## src/rtl/pc_sequencer_pkg.sv

```systemverilog
// Shared redirect codes and sequencer FSM states for the fetch-side PC sequencer.
package pc_sequencer_pkg;

    localparam logic [1:0] PCSRC_SEQ   = 2'b00;
    localparam logic [1:0] PCSRC_EXC   = 2'b01;
    localparam logic [1:0] PCSRC_TAKEN = 2'b10;
    localparam logic [1:0] PCSRC_HALT  = 2'b11;

    typedef enum logic [1:0] {
        S_BOOT = 2'd0,
        S_RUN  = 2'd1,
        S_HALT = 2'd2
    } seq_state_t;

endpackage

```

## src/rtl/pc_sequencer_if.sv

```systemverilog
// Redirect/fetch bundle between branch resolution and the PC sequencer.
// Optional exc_pc/epc signals exist only when PC_EPC_EN is defined.
interface pc_sequencer_if #(
    parameter int unsigned PC_W = 32
);
    logic [1:0]      PC_src;
    logic [PC_W-1:0] branch_target;
    logic            stall;
    logic [PC_W-1:0] PC;
    logic            fetch_valid;
    logic            flush;
    logic            halted;
`ifdef PC_EPC_EN
    logic [PC_W-1:0] exc_pc;
    logic [PC_W-1:0] epc;

    modport master (
        output PC_src, branch_target, stall, exc_pc,
        input  PC, fetch_valid, flush, halted, epc
    );

    modport slave (
        input  PC_src, branch_target, stall, exc_pc,
        output PC, fetch_valid, flush, halted, epc
    );
`else
    modport master (
        output PC_src, branch_target, stall,
        input  PC, fetch_valid, flush, halted
    );

    modport slave (
        input  PC_src, branch_target, stall,
        output PC, fetch_valid, flush, halted
    );
`endif
endinterface

```

## src/rtl/pc_sequencer_next_mux.sv

```systemverilog
// Combinational next-PC priority select: exception > halt > taken > stall > sequential.
module pc_next_mux
    import pc_sequencer_pkg::*;
#(
    parameter int unsigned     PC_W       = 32,
    parameter logic [PC_W-1:0] EXC_VECTOR = 32'h0000_0100,
    parameter logic [PC_W-1:0] PC_INC     = 32'd1
) (
    input  logic [1:0]      PC_src,
    input  logic            stall,
    input  logic [PC_W-1:0] PC,
    input  logic [PC_W-1:0] branch_target,
    output logic [PC_W-1:0] next_pc,
    output logic            redirect,
    output logic            halt_req
);

    always_comb begin
        next_pc  = PC;
        redirect = 1'b0;
        halt_req = 1'b0;
        if (PC_src == PCSRC_EXC) begin
            next_pc  = EXC_VECTOR;
            redirect = 1'b1;
        end else if (PC_src == PCSRC_HALT) begin
            halt_req = 1'b1;
        end else if (PC_src == PCSRC_TAKEN) begin
            next_pc  = branch_target;
            redirect = 1'b1;
        end else if (!stall) begin
            // wraps modulo 2^PC_W by construction
            next_pc = PC + PC_INC;
        end
    end

endmodule

```

## src/rtl/pc_sequencer.sv

```systemverilog
// Program counter, boot/run/halt FSM and registered flush for the fetch stage.
// Optional macro PC_EPC_EN adds the exception-PC capture register (exc_pc -> epc).
module pc_sequencer
    import pc_sequencer_pkg::*;
#(
    parameter int unsigned     PC_W       = 32,
    parameter logic [PC_W-1:0] RESET_PC   = 32'h0000_0000,
    parameter logic [PC_W-1:0] EXC_VECTOR = 32'h0000_0100,
    parameter logic [PC_W-1:0] PC_INC     = 32'd1
) (
    input logic           clk,
    input logic           rst,
    pc_sequencer_if.slave bus
);

    seq_state_t      state, state_next;
    logic [PC_W-1:0] pc_q, pc_d;
    logic            fetch_valid_q, fetch_valid_d;
    logic            flush_q, flush_d;
    logic            halted_q, halted_d;
    logic [PC_W-1:0] mux_pc;
    logic            mux_redirect;
    logic            mux_halt;

    pc_next_mux #(
        .PC_W       (PC_W),
        .EXC_VECTOR (EXC_VECTOR),
        .PC_INC     (PC_INC)
    ) u_next_mux (
        .PC_src        (bus.PC_src),
        .stall         (bus.stall),
        .PC            (pc_q),
        .branch_target (bus.branch_target),
        .next_pc       (mux_pc),
        .redirect      (mux_redirect),
        .halt_req      (mux_halt)
    );

    always_ff @(posedge clk or negedge rst) begin
        if (!rst) begin
            state         <= S_BOOT;
            pc_q          <= RESET_PC;
            fetch_valid_q <= 1'b0;
            flush_q       <= 1'b0;
            halted_q      <= 1'b0;
        end else begin
            state         <= state_next;
            pc_q          <= pc_d;
            fetch_valid_q <= fetch_valid_d;
            flush_q       <= flush_d;
            halted_q      <= halted_d;
        end
    end

    always_comb begin
        state_next    = state;
        pc_d          = pc_q;
        fetch_valid_d = fetch_valid_q;
        flush_d       = 1'b0;
        halted_d      = halted_q;
        case (state)
            S_BOOT: begin
                state_next    = S_RUN;
                fetch_valid_d = 1'b1;
            end
            S_RUN: begin
                if (mux_halt) begin
                    state_next    = S_HALT;
                    flush_d       = 1'b1;
                    halted_d      = 1'b1;
                    fetch_valid_d = 1'b0;
                end else begin
                    pc_d    = mux_pc;
                    flush_d = mux_redirect;
                end
            end
            S_HALT: begin
                fetch_valid_d = 1'b0;
                halted_d      = 1'b1;
            end
            default: state_next = S_BOOT;
        endcase
    end

`ifdef PC_EPC_EN
    logic [PC_W-1:0] epc_q;

    always_ff @(posedge clk or negedge rst) begin
        if (!rst) begin
            epc_q <= '0;
        end else if (state == S_RUN && bus.PC_src == PCSRC_EXC) begin
            epc_q <= bus.exc_pc;
        end
    end

    assign bus.epc = epc_q;
`endif

    assign bus.PC          = pc_q;
    assign bus.fetch_valid = fetch_valid_q;
    assign bus.flush       = flush_q;
    assign bus.halted      = halted_q;

endmodule

```

## src/flat_wrapper.sv

```systemverilog
// flat-port wrapper written by rule: the top's interface ports become plain ports
module pc_sequencer_flat import pc_sequencer_pkg::*;
#(
    parameter int unsigned     PC_W       = 32,
    parameter logic [PC_W-1:0] RESET_PC   = 32'h0000_0000,
    parameter logic [PC_W-1:0] EXC_VECTOR = 32'h0000_0100,
    parameter logic [PC_W-1:0] PC_INC     = 32'd1
)
  (clk, rst, bus_PC_src, bus_branch_target, bus_stall, bus_PC, bus_fetch_valid, bus_flush, bus_halted);
  pc_sequencer_if #(.PC_W(PC_W)) bus_i ();
  input logic clk;
  input logic rst;
  input wire logic [$bits(bus_i.PC_src)-1:0] bus_PC_src;
  input wire logic [$bits(bus_i.branch_target)-1:0] bus_branch_target;
  input wire logic [$bits(bus_i.stall)-1:0] bus_stall;
  output wire logic [$bits(bus_i.PC)-1:0] bus_PC;
  output wire logic [$bits(bus_i.fetch_valid)-1:0] bus_fetch_valid;
  output wire logic [$bits(bus_i.flush)-1:0] bus_flush;
  output wire logic [$bits(bus_i.halted)-1:0] bus_halted;
  assign bus_i.PC_src = bus_PC_src;
  assign bus_i.branch_target = bus_branch_target;
  assign bus_i.stall = bus_stall;
  assign bus_PC = bus_i.PC;
  assign bus_fetch_valid = bus_i.fetch_valid;
  assign bus_flush = bus_i.flush;
  assign bus_halted = bus_i.halted;
  pc_sequencer #(.PC_W(PC_W), .RESET_PC(RESET_PC), .EXC_VECTOR(EXC_VECTOR), .PC_INC(PC_INC)) u_core (.clk(clk), .rst(rst), .bus(bus_i));
endmodule
```

## config.mk

```make
export PLATFORM = sky130hd
export DESIGN_NAME = pc_sequencer_flat
export DESIGN_NICKNAME = d
export VERILOG_FILES = /design/src/rtl/pc_sequencer_pkg.sv /design/src/rtl/pc_sequencer_if.sv /design/src/rtl/pc_sequencer_next_mux.sv /design/src/rtl/pc_sequencer.sv /design/src/flat_wrapper.sv
export SDC_FILE = /design/constraint.sdc
export NUM_CORES = 1
export LEC_CHECK = 0
export BUFFER_PORTS_ARGS = -buffer_cell sky130_fd_sc_hd__buf_2
export CORE_MARGIN = 3
export CORE_UTILIZATION = 35
export DETAILED_ROUTE_END_ITERATION = 6
export PLACE_DENSITY = 0.58
export SLEW_MARGIN = 20
export SYNTH_ARGS = -nofsm -noshare
export SYNTH_HDL_FRONTEND = slang
export SYNTH_SLANG_ARGS = --single-unit
```

## constraint.sdc

```tcl
create_clock -name clk -period 2.6 [get_ports clk]
set_input_delay 0.52 -clock clk [delete_from_list [all_inputs] [get_ports clk]]
set_output_delay 0.52 -clock clk [all_outputs]
set_load 0.01 [all_outputs]
```

# Yosys cells after proc, flatten, opt, wreduce, memory -nomap -nowiden
# Cells that the tools add are included.
# word_totals
output_inout_bits	35
input_bits	37
memories	0
romBits	0
wordCells	40
ff_bits	37
ramBits	0
latchBits	0
# op_classes
bitwise_logic	2
div	0
shift	0
multipliers	0
eq_ne	8
order_cmp	0
muxes	17
addsub	1
reduce_logical	7
# ops
operator	n
$mux W32	4
$add A32 B1 Y32 const B	1
$mux W1	9
$eq A2 B2 Y1 const B	3
$pmux W2 S3	1
$reduce_and A2 Y1	3
$eq A2 B1 Y1 const B	2
$reduce_and A4 Y1	1
$ne A3 B1 Y1 const B	1
$pmux W1 S3	1
$reduce_bool A3 Y1	1
$logic_not A2 Y1	1
$mux W2	1
$ne A2 B1 Y1 const B	1
$ne A2 B2 Y1 const B	1
$not A1 Y1	2
$pmux W1 S2	1
$reduce_bool A2 Y1	1

# Depth between registers and ports, before layout
# logic_depth
word_depth	6
mapped_depth	9
mapped_depth_nobuf	6

# Cells and area by module
# A second synthesis with hierarchy kept.
# unflattened
cells_unflattened	346
area_unflattened_um2	3118.0
# modules_own_cells
module	area_each_um2	seq_area_each_um2	cells_per_inst	n_inst
pc_sequencer	1595.3	925.9	90	1
pc_next_mux	1522.7	0.0	256	1

# Worst setup path after synthesis
# No wires, ideal clock.
# synth_path
path_type	input to register
start	input port bus_PC_src[0]
end	register u_core.pc_q[10], in the netlist u_core.bus.PC[10]
t_arrival_ps	1753
path_stages	9
setup_time_ps	134
path_buffers	4
slack_ps	713
required_time_ps	2466
path_cell_list	buf_2 -> nand2b_1 -> buf_2 -> nand4b_1 -> buf_2 -> buf_1 -> nor2_1 -> o21ai_0 -> o21ai_0
# synth_between
elab_chain_cells	5
word_cells_on_any_way	12
classes_between	eq/ne: 5; mux: 5; bitwise: 1; reduce/logical: 1
# synth_lines
item	line_no	rtl
from (decl)	flat_wrapper.sv:13	input wire logic [$bits(bus_i.PC_src)-1:0] bus_PC_src;
$eq A2 B2 Y1	pc_sequencer_next_mux.sv:25	end else if (PC_src == PCSRC_HALT) begin
$mux W1	pc_sequencer_next_mux.sv:25	
$mux W1	pc_sequencer_next_mux.sv:22	if (PC_src == PCSRC_EXC) begin
$not A1 Y1 (no source line)	--	
$reduce_and A4 Y1 (no source line)	--	
to (signal assigned)	pc_sequencer.sv:48	pc_q <= pc_d;
to (decl)	pc_sequencer.sv:17	logic [PC_W-1:0] pc_q, pc_d;
# Parallel ways exist; a longest one is shown, timed or not. The select of a mux whose other input is x is not followed.
# A chain may end at the register's enable or synchronous reset.

# Final worst setup path
# layout_path
start	register u_core.state[1]
end	register u_core.pc_q[30], in the netlist u_core.bus.PC[30]
# layout_between
elab_chain_cells	2
# layout_lines
item	line_no	rtl
from (decl)	pc_sequencer.sv:16	seq_state_t state, state_next;
from (signal assigned)	pc_sequencer.sv:47	state <= state_next;
$eq A2 B1 Y1	pc_sequencer.sv:61	case (state)
$reduce_and A4 Y1 (no source line)	--	
# No other way between the ends.

==> metrics <==
synth top area cells dfrtp_1, o21ai_0, nor2_1; worst vdd ir 0.000189 V; Max transition margin 0.421; Port Buf Inserts 71; clk_lat worst skew 290 ps; final hold viol count 0; Worst Path Required 2780 ps; met2 Resource Use GR 0.285; Vias/cell 5.68; hold_buf cts 0; clock network power share 0.460; CTS tree done; clock transition at the registers of the reported paths ~80 ps; switching pwr approximately 260 uW; register area share after synthesis 0.399; H-Tree Depth 2; final instance area just under 3000 um2; # rows 29; Num CTS Buffers 5; Layout Skew 4.25 ps; Critical R2R Launch u_core.state[1]; setup TNS 0 ps; Worst-Margin Slew 869 ps; Post-DRT Antenna Nets 0; commonest cells after routing, fill and taps aside buf_2, o21ai_0, dfrtp_1; power density over cell area between 400 and 500 nW/um2; leak pwr ~0.0013 uW; Worst Path Arrival 2260 ps; Cell Area, Synth roughly 2300 um2; Detailed Place HPWL 5000 um; Syn Area/Cell 8.60 um2; number of global-route vias before repair 2,230; CP max FO 12; clock sink count 37; RePlAce Congestion roughly 0.8; die height 87.4 um; I/O Pins 72; core area roughly 6400 um2; commonest non-fill, non-tap cell in the layout buf_2; final worst path period need around 2100 ps; Resize count post-CTS 0; Vias 2,413; Worst R2R End u_core.bus.PC[30]; max cap viols 0; Die Area 7640 um2; CTS root buffer clkbuf_8; Reg2Reg Depth 7; post-CTS setup buffers 0; DR pass1 iterations 4; Initial Utilization 0.363; Total GRT Usage 0.187; Fill cells 673; Congestion Overflow GR 0; largest net degree at the start of global routing 38; Final #Nets 389; cell taking the most area after synthesis dfrtp_1; Pint between 900 and 1000 uW; die boundary width 87.4 um; drt wl/cell 16.2 um; register bit total from synthesis 37; Yosys top cell area share 0.399; Initial DRC Count 118; part of the cycle the worst path needs 0.800; ANT cells 0; sequential fraction of design power 0.489; crit end category flip-flop; area of placed instances 2810 um2; Slew Limit Fails 0; overall routed net length 6880 um; yosys warns 0; cell count after synthesis 270; GRT met3 Usage 0.0350; Peak Freq 0.481 GHz; GRT met1 Usage 0.267; R2R setup slack 520 ps; Area Overhead vs Synth 26.4%; CP Launch Type flip-flop; Hold/Removal Path Class input port to async pin; Setup violations, final 0; kind of critical path flip-flop to flip-flop; Net Count, Synth 312; Clock Path Buffers 2; proportion of layout cells with a drive suffix above 1 0.282; status finished, final reports clean; initial antenna violation count 0; # DRC 0; busiest layer in global routing met2; Unique masters post-synth 46; combinational share of power 0.052; Sw Share 0.224; first-pass GRT wire length 11,200 um; RSZ-0062 raised after global routing false
[cell type report]
class	instances	area [um2]	area share
tap	77	96.3	0.0328
multi-input combinational	214	1320	0.451
inverter	6	22.5	0.00768
clock buffer	6	82.6	0.0282
timing repair buffer	83	445	0.152
clock inverter	2	37.5	0.0128
sequential	37	926	0.316
[critical path, cell delays in order (launching register included)]
cell,delay (ps)
dfrtp_1,400
inv_1,100
ha_1,250
a21boi_0,480
o21ai_2,120
buf_4,200
nor4_1,290
o211ai_1,120
[worst max path at each step]
stage / cells after the start / endpoint / start
6_report: 7 / u_core.bus.PC[30] / u_core.state[1]
5_1_grt: 6 / u_core.bus.PC[16] / u_core.bus.PC[0]
4_1_cts: 7 / u_core.bus.PC[30] / u_core.state[1]
3_5_place_dp: 7 / u_core.bus.PC[30] / u_core.state[1]
3_3_place_gp: 7 / u_core.bus.PC[30] / u_core.state[1]
2_1_floorplan: 9 / u_core.bus.PC[10] / bus_PC_src[0]
[routing by layer]
metal	vias to the layer above	wire, um
met5	-	0
met4	0	62
met3	6	517
met2	81	3070
met1	1150	3230
li1	1176	-
[per-stage QoR]
step	hold WS [ps]	setup WS [ps]	total power, uW	instances	utilization
floorplan	224	713	605	270	-
global placement	467	590	649	417	0.440
detailed placement	461	499	649	417	0.440
CTS	370	486	1190	425	0.459
global route	416	293	1230	425	0.459
finish	337	519	1180	425	0.459
[cell families (layout without fill, tap and decap cells)]
group	Yosys count	after routing	share of synthesized area
buffers and inverters	19	97	0.0329
adder cells (fa/ha/maj)	5	5	0.0270
flip-flops	37	37	0.399
AND/OR/NAND/NOR	106	106	0.264
AO/OA/AOI/OAI	94	94	0.243
XOR/XNOR	7	7	0.0264
multiplexers	2	2	0.00863
[power by group through the flow]
stage | Sequential [uW] | Combinational [uW] | Clock [uW]
2_1_floorplan | 587 | 18.1 | 0
6_report | 575 | 60.8 | 541
3_3_place_gp | 586 | 62.2 | 0
3_5_place_dp | 586 | 62.4 | 0
5_1_grt | 575 | 69.2 | 582
4_1_cts | 575 | 62.6 | 555
[cells in the mapped netlist (all sizes together)]
| cell | number |
|---|---|
| and3b | 1 |
| a22oi | 11 |
| ha | 5 |
| o21bai | 2 |
| a21oi | 18 |
| mux2i | 2 |
| and2 | 4 |
| a31oi | 8 |
| buf | 5 |
| a221o | 1 |
| o21a | 1 |
| nand4 | 14 |
| nor2 | 26 |
| nand4bb | 1 |
| nor3 | 5 |
| o21ai | 40 |
| o311ai | 4 |
| nor3b | 1 |
| o2bb2a | 1 |
| nor4 | 8 |
| nand2b | 3 |
| o31a | 1 |
| o22ai | 1 |
| nand2 | 20 |
| nor2b | 1 |
| o211ai | 3 |
| nand3 | 11 |
| dfrtp | 37 |
| xor2 | 6 |
| or4 | 2 |
| clkbuf | 8 |
| xnor2 | 1 |
| nand3b | 2 |
| a32oi | 2 |
| nand4b | 1 |
| and3 | 3 |
| inv | 6 |
| nor4b | 3 |
| a21boi | 1 |
[sequential cells by signal, summed over array words and instances (netlist names)]
register / cells
u_core.bus.fetch_valid: 1
u_core.state: 2
u_core.bus.halted: 1
u_core.bus.flush: 1
u_core.bus.PC: 32
Power figures use the tool's default switching activity.
